### src/rtl/riscv_mem_arbiter_pkg.sv
// ---------------------------------------------------------------------------
// riscv_mem_arbiter_pkg
// Shared definitions for the D/I cache-line memory arbiter:
//   arb_state_t : arbiter FSM states (idle, serving D side, serving I side)
//   arb_gnt_t   : grant encoding used for the round-robin last-grant record
//   pickGrant   : chooses the winning side for a set of pending requests
// ---------------------------------------------------------------------------
package riscv_mem_arbiter_pkg;

    typedef enum logic [1:0] {
        ST_IDLE   = 2'd0,
        ST_D_BUSY = 2'd1,
        ST_I_BUSY = 2'd2
    } arb_state_t;

    typedef enum logic {
        GNT_D = 1'b0,
        GNT_I = 1'b1
    } arb_gnt_t;

    // On a tie the side that was not served last wins, so neither cache
    // can starve the other while both keep requesting.
    function automatic arb_gnt_t pickGrant(input logic dReq,
                                           input logic iReq,
                                           input arb_gnt_t lastGnt);
        arb_gnt_t gnt;
        if (dReq && iReq) begin
            gnt = (lastGnt == GNT_I) ? GNT_D : GNT_I;
        end else if (dReq) begin
            gnt = GNT_D;
        end else begin
            gnt = GNT_I;
        end
        return gnt;
    endfunction

endpackage

### src/rtl/riscv_mem_arbiter.sv
// ---------------------------------------------------------------------------
// riscv_mem_arbiter
// Shares one DRAM line port between the D-cache and I-cache refill FSMs.
// Round-robin arbitration, one transaction at a time, with a sticky timeout
// flag if the DRAM takes TIMEOUT cycles or more to answer.
//
// Parameters:
//   DATA_WIDTH : cache line width in bits
//   S_ADDR     : line-address width
//   TIMEOUT    : wait cycles without mem_ready before the error flag sets
//
// Ports:
//   i_riscv_arb_clk / i_riscv_arb_rst_n : clock, synchronous active-low reset
//   i_riscv_arb_d_wren/_d_rden/_d_addr/_d_wdata : D-side line request
//   o_riscv_arb_d_ready/_d_rdata                : D-side completion and data
//   i_riscv_arb_i_rden/_i_addr                  : I-side line read request
//   o_riscv_arb_i_ready/_i_rdata                : I-side completion and data
//   o_riscv_arb_mem_wren/_rden/_addr/_wdata     : registered DRAM command
//   i_riscv_arb_mem_rdata/_mem_ready            : DRAM response
//   o_riscv_arb_timeout                         : sticky DRAM timeout flag
// ---------------------------------------------------------------------------
module riscv_mem_arbiter
    import riscv_mem_arbiter_pkg::*;
#(
    parameter int DATA_WIDTH = 128,
    parameter int S_ADDR     = 10,
    parameter int TIMEOUT    = 1024
) (
    input  logic                  i_riscv_arb_clk,
    input  logic                  i_riscv_arb_rst_n,
    input  logic                  i_riscv_arb_d_wren,
    input  logic                  i_riscv_arb_d_rden,
    input  logic [S_ADDR-1:0]     i_riscv_arb_d_addr,
    input  logic [DATA_WIDTH-1:0] i_riscv_arb_d_wdata,
    output logic                  o_riscv_arb_d_ready,
    output logic [DATA_WIDTH-1:0] o_riscv_arb_d_rdata,
    input  logic                  i_riscv_arb_i_rden,
    input  logic [S_ADDR-1:0]     i_riscv_arb_i_addr,
    output logic                  o_riscv_arb_i_ready,
    output logic [DATA_WIDTH-1:0] o_riscv_arb_i_rdata,
    output logic                  o_riscv_arb_mem_wren,
    output logic                  o_riscv_arb_mem_rden,
    output logic [S_ADDR-1:0]     o_riscv_arb_mem_addr,
    output logic [DATA_WIDTH-1:0] o_riscv_arb_mem_wdata,
    input  logic [DATA_WIDTH-1:0] i_riscv_arb_mem_rdata,
    input  logic                  i_riscv_arb_mem_ready,
    output logic                  o_riscv_arb_timeout
);

    localparam int               CNT_W   = $clog2(TIMEOUT + 1);
    localparam logic [CNT_W-1:0] CNT_MAX = CNT_W'(TIMEOUT);

    arb_state_t            r_state;
    arb_gnt_t              r_lastGnt;
    logic                  r_memWren;
    logic                  r_memRden;
    logic [S_ADDR-1:0]     r_memAddr;
    logic [DATA_WIDTH-1:0] r_memWdata;
    logic [CNT_W-1:0]      r_waitCnt;
    logic                  r_timeout;

    logic                  w_dReq;
    logic                  w_iReq;
    logic                  w_anyReq;
    arb_gnt_t              w_gnt;

    assign w_dReq   = i_riscv_arb_d_wren | i_riscv_arb_d_rden;
    assign w_iReq   = i_riscv_arb_i_rden;
    assign w_anyReq = w_dReq | w_iReq;
    assign w_gnt    = pickGrant(w_dReq, w_iReq, r_lastGnt);

    // Main FSM. The DRAM command is captured once at the grant edge and then
    // held from these registers, so requesters may change or drop their
    // inputs mid-transaction without disturbing the DRAM. Returning to IDLE
    // clears the strobes, which guarantees at least one low cycle between
    // transactions. The last-grant record only moves when a transaction
    // finishes; reset leaves it at I so D wins the first tie.
    always_ff @(posedge i_riscv_arb_clk) begin
        if (!i_riscv_arb_rst_n) begin
            r_state    <= ST_IDLE;
            r_lastGnt  <= GNT_I;
            r_memWren  <= 1'b0;
            r_memRden  <= 1'b0;
            r_memAddr  <= '0;
            r_memWdata <= '0;
        end else begin
            case (r_state)
                ST_IDLE: begin
                    if (w_anyReq) begin
                        if (w_gnt == GNT_D) begin
                            r_state    <= ST_D_BUSY;
                            r_memWren  <= i_riscv_arb_d_wren;
                            r_memRden  <= ~i_riscv_arb_d_wren;
                            r_memAddr  <= i_riscv_arb_d_addr;
                            r_memWdata <= i_riscv_arb_d_wdata;
                        end else begin
                            r_state   <= ST_I_BUSY;
                            r_memWren <= 1'b0;
                            r_memRden <= 1'b1;
                            r_memAddr <= i_riscv_arb_i_addr;
                        end
                    end
                end
                ST_D_BUSY: begin
                    if (i_riscv_arb_mem_ready) begin
                        r_state   <= ST_IDLE;
                        r_memWren <= 1'b0;
                        r_memRden <= 1'b0;
                        r_lastGnt <= GNT_D;
                    end
                end
                ST_I_BUSY: begin
                    if (i_riscv_arb_mem_ready) begin
                        r_state   <= ST_IDLE;
                        r_memWren <= 1'b0;
                        r_memRden <= 1'b0;
                        r_lastGnt <= GNT_I;
                    end
                end
                default: begin
                    r_state   <= ST_IDLE;
                    r_memWren <= 1'b0;
                    r_memRden <= 1'b0;
                end
            endcase
        end
    end

    // DRAM wait watchdog. The counter restarts on every grant and counts
    // busy cycles without mem_ready, saturating at TIMEOUT. The flag rises on
    // the same edge the count reaches TIMEOUT and is only cleared by reset;
    // the FSM itself keeps waiting for the DRAM.
    always_ff @(posedge i_riscv_arb_clk) begin
        if (!i_riscv_arb_rst_n) begin
            r_waitCnt <= '0;
            r_timeout <= 1'b0;
        end else if (r_state == ST_IDLE) begin
            if (w_anyReq) begin
                r_waitCnt <= '0;
            end
        end else if (!i_riscv_arb_mem_ready && (r_waitCnt != CNT_MAX)) begin
            r_waitCnt <= r_waitCnt + CNT_W'(1);
            if (r_waitCnt == (CNT_MAX - CNT_W'(1))) begin
                r_timeout <= 1'b1;
            end
        end
    end

    // Completion is routed combinationally to the side being served only,
    // so a stray mem_ready while idle never reaches either cache.
    assign o_riscv_arb_d_ready   = (r_state == ST_D_BUSY) & i_riscv_arb_mem_ready;
    assign o_riscv_arb_i_ready   = (r_state == ST_I_BUSY) & i_riscv_arb_mem_ready;
    assign o_riscv_arb_d_rdata   = i_riscv_arb_mem_rdata;
    assign o_riscv_arb_i_rdata   = i_riscv_arb_mem_rdata;

    assign o_riscv_arb_mem_wren  = r_memWren;
    assign o_riscv_arb_mem_rden  = r_memRden;
    assign o_riscv_arb_mem_addr  = r_memAddr;
    assign o_riscv_arb_mem_wdata = r_memWdata;
    assign o_riscv_arb_timeout   = r_timeout;

endmodule

### config.mk
export PLATFORM = sky130hd
export DESIGN_NAME = riscv_mem_arbiter
export DESIGN_NICKNAME = d
export VERILOG_FILES = /design/src/rtl/riscv_mem_arbiter_pkg.sv /design/src/rtl/riscv_mem_arbiter.sv
export SDC_FILE = /design/constraint.sdc
export NUM_CORES = 1
export LEC_CHECK = 0
export CAP_MARGIN = 0
export CORE_AREA = 2 2 268 270
export DETAILED_ROUTE_END_ITERATION = 10
export DIE_AREA = 0 0 270 272
export HOLD_SLACK_MARGIN = 0.15
export PLACE_DENSITY_LB_ADDON = 0.3
export SYNTH_ARGS = -nofsm -noshare
export SYNTH_HDL_FRONTEND = slang
export SYNTH_SLANG_ARGS = --single-unit
### constraint.sdc
create_clock -name i_riscv_arb_clk -period 3.3 [get_ports i_riscv_arb_clk]
set_clock_uncertainty 0.15 [all_clocks]
set_input_delay 0.66 -clock i_riscv_arb_clk [delete_from_list [all_inputs] [get_ports i_riscv_arb_clk]]
set_output_delay 0.66 -clock i_riscv_arb_clk [all_outputs]
set_load 0.02 [all_outputs]
After elaboration in Yosys (flattened, before gate mapping):

Index checks and enable logic that the tools add are counted.

* reduce and logical (&&, ||, !) cells: 13
* multiplexer cells: 20
* bitwise logic cells: 7
* eq/ne operators: 8
* $add $sub $neg: 1

Operator list (number)
* $mux 11: 3
* $add 11x1->11 const B: 1
* $eq 11x10->1 const B: 1
* $ne 11x11->1 const B: 1
* $mux 10: 1
* $mux 1: 9
* $reduce_and 3->1: 3
* $mux 2: 3
* $ne 2x2->1 const B: 3
* $pmux 1 s2: 3
* $reduce_and 2->1: 3
* $pmux 2 s2: 1
* $reduce_bool 2->1: 2
* $not 1->1: 3
* $and 1x1->1: 2
* $eq 2x1->1 const B: 1
* $eq 2x2->1 const B: 1
* $logic_and 1x1->1: 2
* $logic_not 2->1: 1
* $ne 2x1->1 const B: 1
* $or 1x1->1: 2
* $reduce_or 2->1: 1
* $logic_not 1->1: 1

* input port bits: 282
* output and inout bits: 399
* bits in registers: 155

Depth between registers and ports, before layout:

* depth in word-level cells: 6
* gate-level depth with buffers: 8

Worst setup path after synthesis:

Ideal clock, no wire load.

* path type: input port to output port
* start point: input i_riscv_arb_mem_ready
* end point: output o_riscv_arb_i_ready
* buffers on the path: 1
* setup slack: 1.275 ns
* data required time: 2.490 ns
* cell stages on the path: 2
* arrival time: 1.215 ns
* cells stage by stage: clkbuf_1 > and2_1

* longest elaborated chain between the ends: 1

RTL lines
* start, declared: line riscv_mem_arbiter.sv:46 `input logic i_riscv_arb_mem_ready,`
* $and 1x1->1: line riscv_mem_arbiter.sv:152 `assign o_riscv_arb_i_ready = (r_state == ST_I_BUSY) & i_riscv_arb_mem_ready;`
* end, declared: line riscv_mem_arbiter.sv:39 `output logic o_riscv_arb_i_ready,`

Every way passes these cells.

Final worst setup path:

Same ends and word-level chain as after synthesis.

==> impl_metrics.env <==
export IMPL_outcome="finished, final reports clean"
export IMPL_grt_pass1_wl_um=37200
export IMPL_synthTopCellsByArea="dfxtp_1, buf_4, nand2_1"
export IMPL_postSynth_asyncResetShare_pct=0
export IMPL_reg2reg_slack_ns=1.09
export IMPL_fin_setup_tns_ns=0
export IMPL_synth_xor_area_share_pct=0.227
export IMPL_grt_pass1_vias=6305
export IMPL_yosys_area_share_simple_pct=17.1
export IMPL_synthMuxAreaShare_pct=1.43
export IMPL_worst_r2r_cell_count=6
export IMPL_synth_compound_area_share_pct=11.5
export IMPL_synthCells=965
export IMPL_relSlewSlack_pct=46.3
export IMPL_postCtsResizedCells=0
export IMPL_fmax_ghz=0.347
export IMPL_io_buffers=296
export IMPL_ys_warn_count=0
export IMPL_cts_path_max_buffers=2
export IMPL_ant_nets=0
export IMPL_num_antenna_cells=0
export IMPL_wl_per_cell_um=12.6
export IMPL_gp_congestion=0.721
export IMPL_ys_seq_area_share_pct=40.2
export IMPL_yosysTopAreaCell="dfxtp_1"
export IMPL_place_inst=1921
export IMPL_worstPathRequired_ns=2.49
export IMPL_fin_nets=1277
export IMPL_place_ws_ns=0.399
export IMPL_crit_end="o_riscv_arb_i_ready"
export IMPL_drc_errors=0
export IMPL_period_minus_slack_ns=2.89
export IMPL_drt_first_iter_violations=191
export IMPL_root_buffer="clkbuf_16"
export IMPL_synth_ff_type="dfxtp_1"
export IMPL_routed_via_density=3.10
export IMPL_clkTransAtPathRegs_ns=0.07
export IMPL_tightestPinTransition_ns=0.806
export IMPL_synth_top_area_share_pct=40.2
export IMPL_rsz0062_at_grt="no"
export IMPL_cts_sinks=155
export IMPL_end_kind="output port"
export IMPL_synth_distinct_cells=45
export IMPL_finalWorstSetupSlack_ns=0.415
export IMPL_worst_skew_pair_late_latency_ns=0.47
export IMPL_synth_seq_cells=155
export IMPL_slew_viol_final=0
export IMPL_ios=681
export IMPL_syn_area_um2=7710
export IMPL_min_period_over_period_pct=87.4
export IMPL_p_per_area_nw_per_um2=561
export IMPL_hold_buffers=0
export IMPL_timing_hold_ws_ns=0.302
export IMPL_yosys_area_share_adder_pct=0.811
export IMPL_cts_tree="done"
export IMPL_cp_start_kind="primary input"
export IMPL_crit_type="primary input to output port"
export IMPL_r2r_start="r_state[0]"
export IMPL_syn_num_nets=1252
export IMPL_cts_htree_levels=4
export IMPL_r2r_end="o_riscv_arb_mem_wdata[26]"
export IMPL_fin_cells=1953
export IMPL_cts_made_buffers=17
export IMPL_critPathLaunch="i_riscv_arb_mem_ready"
export IMPL_maxCapViolCount=0
export IMPL_first_pass_iters=4
export IMPL_coreArea_um2=70800
export IMPL_post_cts_buffers=0
export IMPL_die_width_um=270
export IMPL_setup_violations_final=0
export IMPL_vias=6053
export IMPL_crit_fanout=8
export IMPL_ir_drop_mv=0.314
export IMPL_finalPower_mw=5.90
export IMPL_die_height_um=272
export IMPL_dpl_hpwl_um=17500
export IMPL_drive_gt1_share_pct=6.38
export IMPL_hold_violations=0
export IMPL_grt_usage_pct=6.76
export IMPL_design_area_um2=10500
export IMPL_synth_top_family_by_area="buffers and inverters"
export IMPL_placementRows=98
export IMPL_post_route_util_pct=14.9
export IMPL_antenna_found_initial=0
export IMPL_wl_um=24600
export IMPL_synth_edf_count=0
export IMPL_initial_utilization_pct=10.9
export IMPL_arrival_ns=2.08
export IMPL_grt_overflow=0
export IMPL_area_growth_pct=36.5
export IMPL_placedInstanceArea_um2=9900
export IMPL_grt_max_degree=69
export IMPL_syn_area_per_cell_um2=7.99
export IMPL_hp_class="register to register"
export IMPL_p_leak_nw=3.74
export IMPL_dieArea_um2=73400
## synthesized netlist by cell type (3+ instances only)
master	instances
a21oi_1	132
ha_1	5
nand4_1	4
buf_4	260
nor3_1	3
and3_1	5
a211oi_1	10
inv_1	7
clkbuf_1	18
nand2_1	263
nor2_1	22
mux2i_1	11
nand3_1	4
buf_2	27
o21a_1	5
dfxtp_1	155
## cell families after synthesis
| group | Yosys count |
|---|---|
| buf+inv | 314 |
| compound gates | 160 |
| flops | 155 |
| xor+xnor | 2 |
| simple gates | 318 |
| fa+ha+maj | 5 |
| mux | 11 |
## layout by cell type (no fill, tap or decap), types with 4 or more instances in the layout
| cell type | instances |
|---|---|
| nor2_1 | 22 |
| nand2_1 | 263 |
| buf_4 | 11 |
| dfxtp_1 | 155 |
| clkbuf_16 | 17 |
| o21a_1 | 5 |
| ha_1 | 5 |
| a211oi_1 | 10 |
| and3_1 | 4 |
| inv_1 | 6 |
| mux2i_1 | 11 |
| clkdlybuf4s50_1 | 296 |
| nand4_1 | 4 |
| buf_12 | 6 |
| a21oi_1 | 132 |
## report_power, final
part           leakage, nW  switching [mW]  total (mW)  internal, mW
Sequential            1.28           0.104        2.18          2.07
Clock                0.297           0.953        2.18          1.23
Combinational         2.17           0.840        1.54         0.700
Total                 3.74            1.90        5.90          4.00
## sequential cells by signal, summed over array words and instances, names as in the netlist
signal                 count
o_riscv_arb_mem_wren       1
o_riscv_arb_mem_wdata    128
r_state                    2
o_riscv_arb_timeout        1
r_lastGnt                  1
o_riscv_arb_mem_addr      10
r_waitCnt                 11
o_riscv_arb_mem_rden       1
## worst max-delay path: stages
cell and delay [ns]:
clkdlybuf4s50_1 0.48, buf_4 0.17, and2_1 0.15, clkdlybuf4s50_1 0.61
## layer usage
metal,track usage [%],wire (um)
met5,0.449,0
met4,5.23,1460
met1,6.91,9600
met3,3.48,2460
met2,10.5,11100
## how the worst min path moves through the flow
stage	end	from	slack, ns	cells after the start
5_1_grt	r_lastGnt	r_lastGnt	0.32	1
6_report	o_riscv_arb_mem_wdata[126]	o_riscv_arb_mem_wdata[126]	0.30	2
3_5_place_dp	r_lastGnt	r_lastGnt	0.29	1
2_1_floorplan	r_lastGnt	r_lastGnt	0.28	1
3_3_place_gp	o_riscv_arb_mem_wdata[33]	o_riscv_arb_mem_wdata[33]	0.29	2
4_1_cts	o_riscv_arb_mem_wdata[33]	o_riscv_arb_mem_wdata[33]	0.30	2
## cell type report
type | count | area [um^2]
Fill cell | 8081 | 60200
Timing Repair Buffer | 313 | 3170
Sequential cell | 155 | 3100
Multi-Input combinational cell | 496 | 2410
Tap cell | 950 | 1190
Clock buffer | 18 | 439
Clock inverter | 14 | 184
Inverter | 7 | 28.8
(Power assumes the default switching activity.)
